`config.mk`:
```
export PLATFORM = sky130hd
export DESIGN_NAME = rotary_event_accum
export DESIGN_NICKNAME = d
export VERILOG_FILES = /design/src/rtl/rotary_event_accum.sv
export SDC_FILE = /design/constraint.sdc
export NUM_CORES = 1
export LEC_CHECK = 0
export ABC_AREA = 1
export CAP_MARGIN = 20
export CORE_AREA = 2 2 64 78
export CTS_BUF_LIST = sky130_fd_sc_hd__clkbuf_4 sky130_fd_sc_hd__clkbuf_8 sky130_fd_sc_hd__clkbuf_16
export CTS_CLUSTER_SIZE = 20
export DETAILED_ROUTE_END_ITERATION = 16
export DIE_AREA = 0 0 66 80
export PLACE_DENSITY_LB_ADDON = 0.1
export SLEW_MARGIN = 5
export SYNTH_ARGS = -nofsm -noshare
export SYNTH_HDL_FRONTEND = slang
export SYNTH_SLANG_ARGS = --single-unit
```
`constraint.sdc`:
```
create_clock -name clk_clk -period 2.9 [get_ports clk_clk]
set_input_delay 0.58 -clock clk_clk [delete_from_list [all_inputs] [get_ports clk_clk]]
set_output_delay 0.58 -clock clk_clk [all_outputs]
set_load 0.1 [all_outputs]
```
`src/rtl/rotary_event_accum.sv`:
```
// Accumulates rotary cw/ccw detent pulses into a position value,
// with same-direction speed acceleration and wrap or saturate ends.
module rotary_event_accum #(
    parameter int WIDTH        = 8,
    parameter int ACCEL_WINDOW = 2500000,
    parameter int FAST_STEP    = 4,
    parameter bit WRAP         = 1'b1
) (
    input  logic             clk_clk,
    input  logic             reset_reset_n,
    input  logic             rotary_cw,
    input  logic             rotary_ccw,
    input  logic             clear,
    output logic [WIDTH-1:0] value,
    output logic             changed,
    output logic             fast
);

    localparam int TW = $clog2(ACCEL_WINDOW + 1);

    localparam logic [TW-1:0]    WIN      = TW'(ACCEL_WINDOW);
    localparam logic [TW-1:0]    TONE     = TW'(1);
    localparam logic [WIDTH:0]   FAST_INC = (WIDTH+1)'(FAST_STEP);
    localparam logic [WIDTH:0]   SLOW_INC = (WIDTH+1)'(1);
    localparam logic [WIDTH-1:0] MAX_VAL  = '1;
    localparam logic             FAST_OK  = (FAST_STEP != 1);

    typedef enum logic [1:0] {
        DIR_NONE,
        DIR_CW,
        DIR_CCW
    } dir_e;

    logic [WIDTH-1:0] value_q, value_d;
    logic             changed_q, changed_d;
    logic             fast_q, fast_d;
    logic [TW-1:0]    timer_q, timer_d;
    dir_e             dir_q, dir_d;

    logic             ev_valid;
    dir_e             ev_dir;
    logic             use_fast;
    logic [WIDTH:0]   step;
    logic [WIDTH:0]   ext;
    logic [WIDTH:0]   sum;
    logic [WIDTH:0]   diff;
    logic [WIDTH-1:0] next_val;

    // Event decode and step arithmetic in WIDTH+1 bits.
    always_comb begin
        ev_valid = rotary_cw ^ rotary_ccw;
        ev_dir   = rotary_cw ? DIR_CW : DIR_CCW;
        use_fast = (dir_q == ev_dir) && (timer_q < WIN);
        step     = use_fast ? FAST_INC : SLOW_INC;
        ext      = {1'b0, value_q};
        sum      = ext + step;
        diff     = ext - step;
        next_val = value_q;
        if (ev_dir == DIR_CW) begin
            if (!WRAP && sum[WIDTH]) begin
                next_val = MAX_VAL;
            end else begin
                next_val = sum[WIDTH-1:0];
            end
        end else begin
            if (!WRAP && diff[WIDTH]) begin
                next_val = '0;
            end else begin
                next_val = diff[WIDTH-1:0];
            end
        end
    end

    // Clear wins over a simultaneous event; the timer never wraps.
    always_comb begin
        value_d   = value_q;
        changed_d = 1'b0;
        fast_d    = fast_q;
        dir_d     = dir_q;
        timer_d   = timer_q;
        if (timer_q < WIN) begin
            timer_d = timer_q + TONE;
        end
        unique case (1'b1)
            clear: begin
                value_d   = '0;
                changed_d = (value_q != '0);
                fast_d    = 1'b0;
                dir_d     = DIR_NONE;
                timer_d   = WIN;
            end
            (ev_valid && !clear): begin
                value_d   = next_val;
                changed_d = (next_val != value_q);
                fast_d    = use_fast && FAST_OK;
                dir_d     = ev_dir;
                timer_d   = '0;
            end
            default: begin
            end
        endcase
    end

    always_ff @(posedge clk_clk or negedge reset_reset_n) begin
        if (!reset_reset_n) begin
            value_q   <= '0;
            changed_q <= 1'b0;
            fast_q    <= 1'b0;
            dir_q     <= DIR_NONE;
            timer_q   <= WIN;
        end else begin
            value_q   <= value_d;
            changed_q <= changed_d;
            fast_q    <= fast_d;
            dir_q     <= dir_d;
            timer_q   <= timer_d;
        end
    end

    assign value   = value_q;
    assign changed = changed_q;
    assign fast    = fast_q;

endmodule

```
; Yosys cells after proc, flatten, opt, wreduce, memory -nomap -nowiden
; Index checks and enable logic that the tools add are counted.
[word_totals]
in_bits = 5
elab_cells = 28
out_inout_bits = 10
register_bits = 34
[op_classes]
n_eq_ne = 3
mux = 9
n_addsub = 3
reduce_logical = 6
n_lt_le_gt_ge = 1
n_bitwise = 1
[op_table]
columns = op, n
row1 = $pmux 22 s2, 1
row2 = $add 22x1->22 const B, 1
row3 = $lt 22x22->1 const B, 1
row4 = $mux 22, 1
row5 = $pmux 8 s2, 1
row6 = $add 8x3->8, 1
row7 = $mux 8, 1
row8 = $ne 8x8->1, 1
row9 = $reduce_bool 8->1, 1
row10 = $sub 8x3->8, 1
row11 = $pmux 1 s2, 2
row12 = $pmux 2 s2, 1
row13 = $mux 3, 1
row14 = $reduce_bool 3->1, 1
row15 = $eq 2x1->1 const B, 1
row16 = $eq 2x2->1, 1
row17 = $logic_and 1x1->1, 2
row18 = $mux 2, 1
row19 = $reduce_bool 2->1, 1
row20 = $logic_not 1->1, 1
row21 = $xor 1x1->1, 1

; Logic depth before layout (Yosys ltp)
[depth]
word_depth = 8
depth_mapped = 20

; Worst setup path after synthesis
; No wires, ideal clock.
[synth_timing]
path_kind = register to register
from = register timer_q[18]
to = register changed_q, in the netlist changed
synth_period_minus_slack_ns = 2.625
stages_incl_launch_ff = 16
path_buffers = 0
arrival_time_ns = 2.504
setup_slack_ns = 0.275
cell_sequence = dfstp_2 -> inv_1 -> nor4_1 -> nand3_2 -> nand3_1 -> ha_1 -> inv_1 -> fa_1 -> xor2_1 -> nand2_1 -> nor2_1 -> nand2_1 -> nor3_1 -> nand2_1 -> nand2_1 -> nand2_1
[synth_between]
elab_chain_cells = 7
elab_cells_between_ends = 8
classes_between = 2 x add/sub / 1 x order compare / 1 x eq/ne / 3 x mux / 1 x reduce/logical
[synth_lines]
columns = element, line
row1 = from (decl), 37  ; logic [TW-1:0] timer_q, timer_d;
row2 = from (signal assigned), 116  ; timer_q <= timer_d;
row3 = $lt 22x22->1 *, 53  ; use_fast = (dir_q == ev_dir) && (timer_q < WIN);
row4 = $logic_and 1x1->1 *, 53
row5 = $mux 3 *, 54  ; step = use_fast ? FAST_INC : SLOW_INC;
row6 = $sub 8x3->8 or $add 8x3->8 (tied branches), "57, 56"
row7 = $mux 8 *, 59  ; if (ev_dir == DIR_CW) begin
row8 = $ne 8x8->1 *, 94  ; changed_d = (next_val != value_q);
row9 = $pmux 1 s2 *, 84  ; unique case (1'b1)
row10 = named net changed_d, 35  ; logic changed_q, changed_d;
row11 = to (signal assigned), 113  ; changed_q <= changed_d;
row12 = to (decl), 35
; The timed path passes the listed nets; every way through them passes the cells marked *.
; A chain may end at the register's enable or synchronous reset.

; Worst setup path in the final report
[layout_timing]
from = register timer_q[8]
to = register changed_q, in the netlist changed
; The elaborated chain is that of the path after synthesis.

==> results.txt <==
CP Data Required Time -> 3.08 ns
YS warnings -> 0
Nets -> 445
# clock sinks -> 34
Critical path capture point type -> flop
Routability congestion estimate -> 0.9924
Total gr overflow -> 0
DR vias -> 2,606
DP HPWL -> 5107 um
Max-cap violations -> 0
Pre-antenna DRT Iters -> 4
Footprint of the multi-input gates -> 0.001538 mm2
H-tree levels -> 2
Worst R2R Start -> timer_q[8]
Worst path cell trace -> nand2_2 -> a21oi_2 -> o21ai_1 -> nand2_1 -> nand3_2 -> nand3_4 -> ha_4 -> inv_2 -> fa_2 -> xor2_2 -> nand2_1 -> nor2_1 -> nand2_1 -> nor3_2 -> nand2_1 -> nand2_1 -> nand2_1
DRT iter0 DRCs -> 120
Fill cell count -> 426
Clock Latency Late Sink -> 0.29 ns
Number of CTS-inserted buffers -> 5
Crit-path max FO -> 4
DP Worst Slack -> -0.1369 ns
Num ports -> 15
Clock transition at path regs -> 0.07 ns
Tcrit/Tclk final -> 93.43%
R2R Setup Slk -> 0.19 ns
Initial Util -> 57.74%
R2r worst-path depth -> 17
Post-Syn Nets -> 413
CTS tree -> done
Ys async rst share -> 100.0%
First-pass GRT wire length -> 11,480 um
Syn avg cell area -> 6.551 um2
Worst setup path category -> reg2reg
Startpoint types -> flop
Die span in x -> 66 um
Diodes inserted -> 0
FP Rows -> 27
IO Port Bufs -> 14
Slew headroom -> 69.80%
Crit path from -> timer_q[8]
Setup tns final -> 0 ns
Yosys reg bits -> 34
Pwr per Cell Area -> 492.6 mW/mm2
Primary FF master, synth -> dfrtp_1
Arr. time, crit path -> 2.89 ns
Post-synth EDFFs -> 0
Initial antenna violation count -> 0
DRC errors left -> 0
Worst-Margin Slew -> 0.4531 ns
Most common cell after layout, fill and taps aside -> nand2_1
Hold WC Path Type -> reg2reg
Hold_buf cts -> 0
Largest stage delay, worst path -> 0.57 ns
CTS Buffer Depth -> 2
Setup ws final -> 0.1906 ns
Status -> complete, no violations
Die span in y -> 80 um
Yosys cell types -> 31
Worst path most repeated cell -> nand2_1
LEAKAGE -> 1.518 nW
Via/cell ratio -> 5.318
Core Region -> 0.004527 mm2
Max Fclk -> 0.3691 GHz
Slowest CP cell -> dfstp_2
Max Slew Vio Count -> 0
Largest net degree at the start of global routing -> 35
Seq/Total Area, Yosys -> 32.93%
Clock Tree Root -> clkbuf_8
Per-cell routed wire length -> 13.73 um
Final Setup Violations -> 0
Clock skew -> 0.006969 ns
Final worst path period need -> 2.709 ns
Total Wirelength -> 6726 um
Worst Setup EP -> changed
Vias in the first global route -> 2,571
Gate Count Post-Synth -> 399
Seq. cell area -> 860.8 um2
DIE AREA -> 0.005280 mm2
Worst R2R End -> changed
Area delta synth->final -> 17.09%
DRT antenna net count -> 0
Mapped Area -> 0.002614 mm2
Total GRT Usage -> 28.63%
Share of cells above drive strength 1 -> 16.67%
Commonest non-fill, non-tap cells in the layout -> nand2_1 (125), inv_1 (53), nand3_1 (45), nor2_1 (33), buf_4 (30)
Fin. Hold Viols -> 0
VDD IR max -> 419.4 uV
[critical path, delay by kind of cell, from the launching register on]
kind,cells,cell delay (ns)
flip-flops,1,0.57
XOR/XNOR,1,0.15
AND/OR/NAND/NOR,11,0.90
adder cells (fa/ha/maj),2,0.70
buffers and inverters,1,0.04
AO/OA/AOI/OAI,2,0.21
[final cells by class]
class | count | share of cell area, %
sequential | 34 | 28.13
multi-input combinational | 299 | 50.25
clock buffer | 8 | 3.598
timing repair buffer | 34 | 8.667
tap | 58 | 2.371
inverter | 57 | 6.991
[worst min-delay path by stage]
stage	start	end	slack [ns]	cells past startpoint
2_1_floorplan	reset_reset_n	changed	0.28	0
3_3_place_gp	timer_q[18]	timer_q[18]	0.48	2
3_5_place_dp	fast	fast	0.48	2
4_1_cts	timer_q[18]	timer_q[18]	0.49	2
5_1_grt	timer_q[18]	timer_q[18]	0.51	2
6_report	timer_q[18]	timer_q[18]	0.49	2
[flip-flops by register name, summed over array words and instances, names as in the netlist]
| name | count |
|---|---|
| timer_q | 22 |
| value | 8 |
| dir_q | 2 |
| changed | 1 |
| fast | 1 |
[power breakdown]
| group | switching [W] | total (W) | internal, W |
|---|---|---|---|
| clock network | 0.000178 | 0.000418 | 0.000240 |
| logic | 0.000374 | 0.000545 | 0.000171 |
| registers | 0.0000326 | 0.000544 | 0.000512 |
| total | 0.000585 | 0.00151 | 0.000923 |
[what timing repair did]
| item | in CTS | in global routing |
|---|---|---|
| gates resized for setup | 0 | 17 |
| setup endpoints to repair | 0 | 3 |
| buffers inserted | 0 | 1 |
| endpoints found under the hold margin | 0 | 0 |
[cells in the mapped netlist, types with 2 or more instances]
cell,instances,area (um2)
ha_1,8,100.1
nand3_1,46,230.2
o21ai_0,27,135.1
nor3_1,9,45.04
nand2_2,2,12.51
nand2_1,128,480.5
inv_2,2,7.510
dfstp_2,8,210.2
dfrtp_1,26,650.6
buf_2,6,30.03
nor2_2,2,12.51
xor2_1,8,70.07
o22ai_1,4,25.02
nor2_1,33,123.9
a21oi_1,8,40.04
inv_1,55,206.5
nand4_1,9,56.30
nand3_2,3,30.03
xnor2_1,3,26.28
[cell families (layout without fill, tap and decap cells)]
family	after synthesis	after routing	synth area share, %
XOR/XNOR	11	11	3.686
flip-flops	34	34	32.93
AO/OA/AOI/OAI	41	41	8.090
AND/OR/NAND/NOR	238	238	39.97
adder cells (fa/ha/maj)	9	9	4.596
buffers and inverters	66	99	10.72
[per-stage QoR]
step	utilization [%]	power, W	hold WS, ns	std cells	cell area (um2)
6_report	67.61	0.001508	0.4894	490	3060
5_1_grt	67.61	0.001592	0.5093	490	3060
4_1_cts	66.00	0.001494	0.4907	489	2988
3_5_place_dp	63.57	0.001074	0.4778	481	2878
3_3_place_gp	63.57	0.001066	0.4806	481	2878
2_1_floorplan	-	0.0009256	0.2844	399	2614
[routing by layer]
| metal | track usage, % | routed length [um] | up-vias | part of all wire (%) |
|---|---|---|---|---|
| li1 | - | - | 1343 | - |
| met1 | 29.78 | 2682 | 1197 | 40 |
| met2 | 53.94 | 3565 | 46 | 53 |
| met3 | 3.667 | 220 | 20 | 3.3 |
| met4 | 16.12 | 258 | 0 | 3.8 |
| met5 | 0 | 0 | - | 0 |
Power figures use the tool's default switching activity.
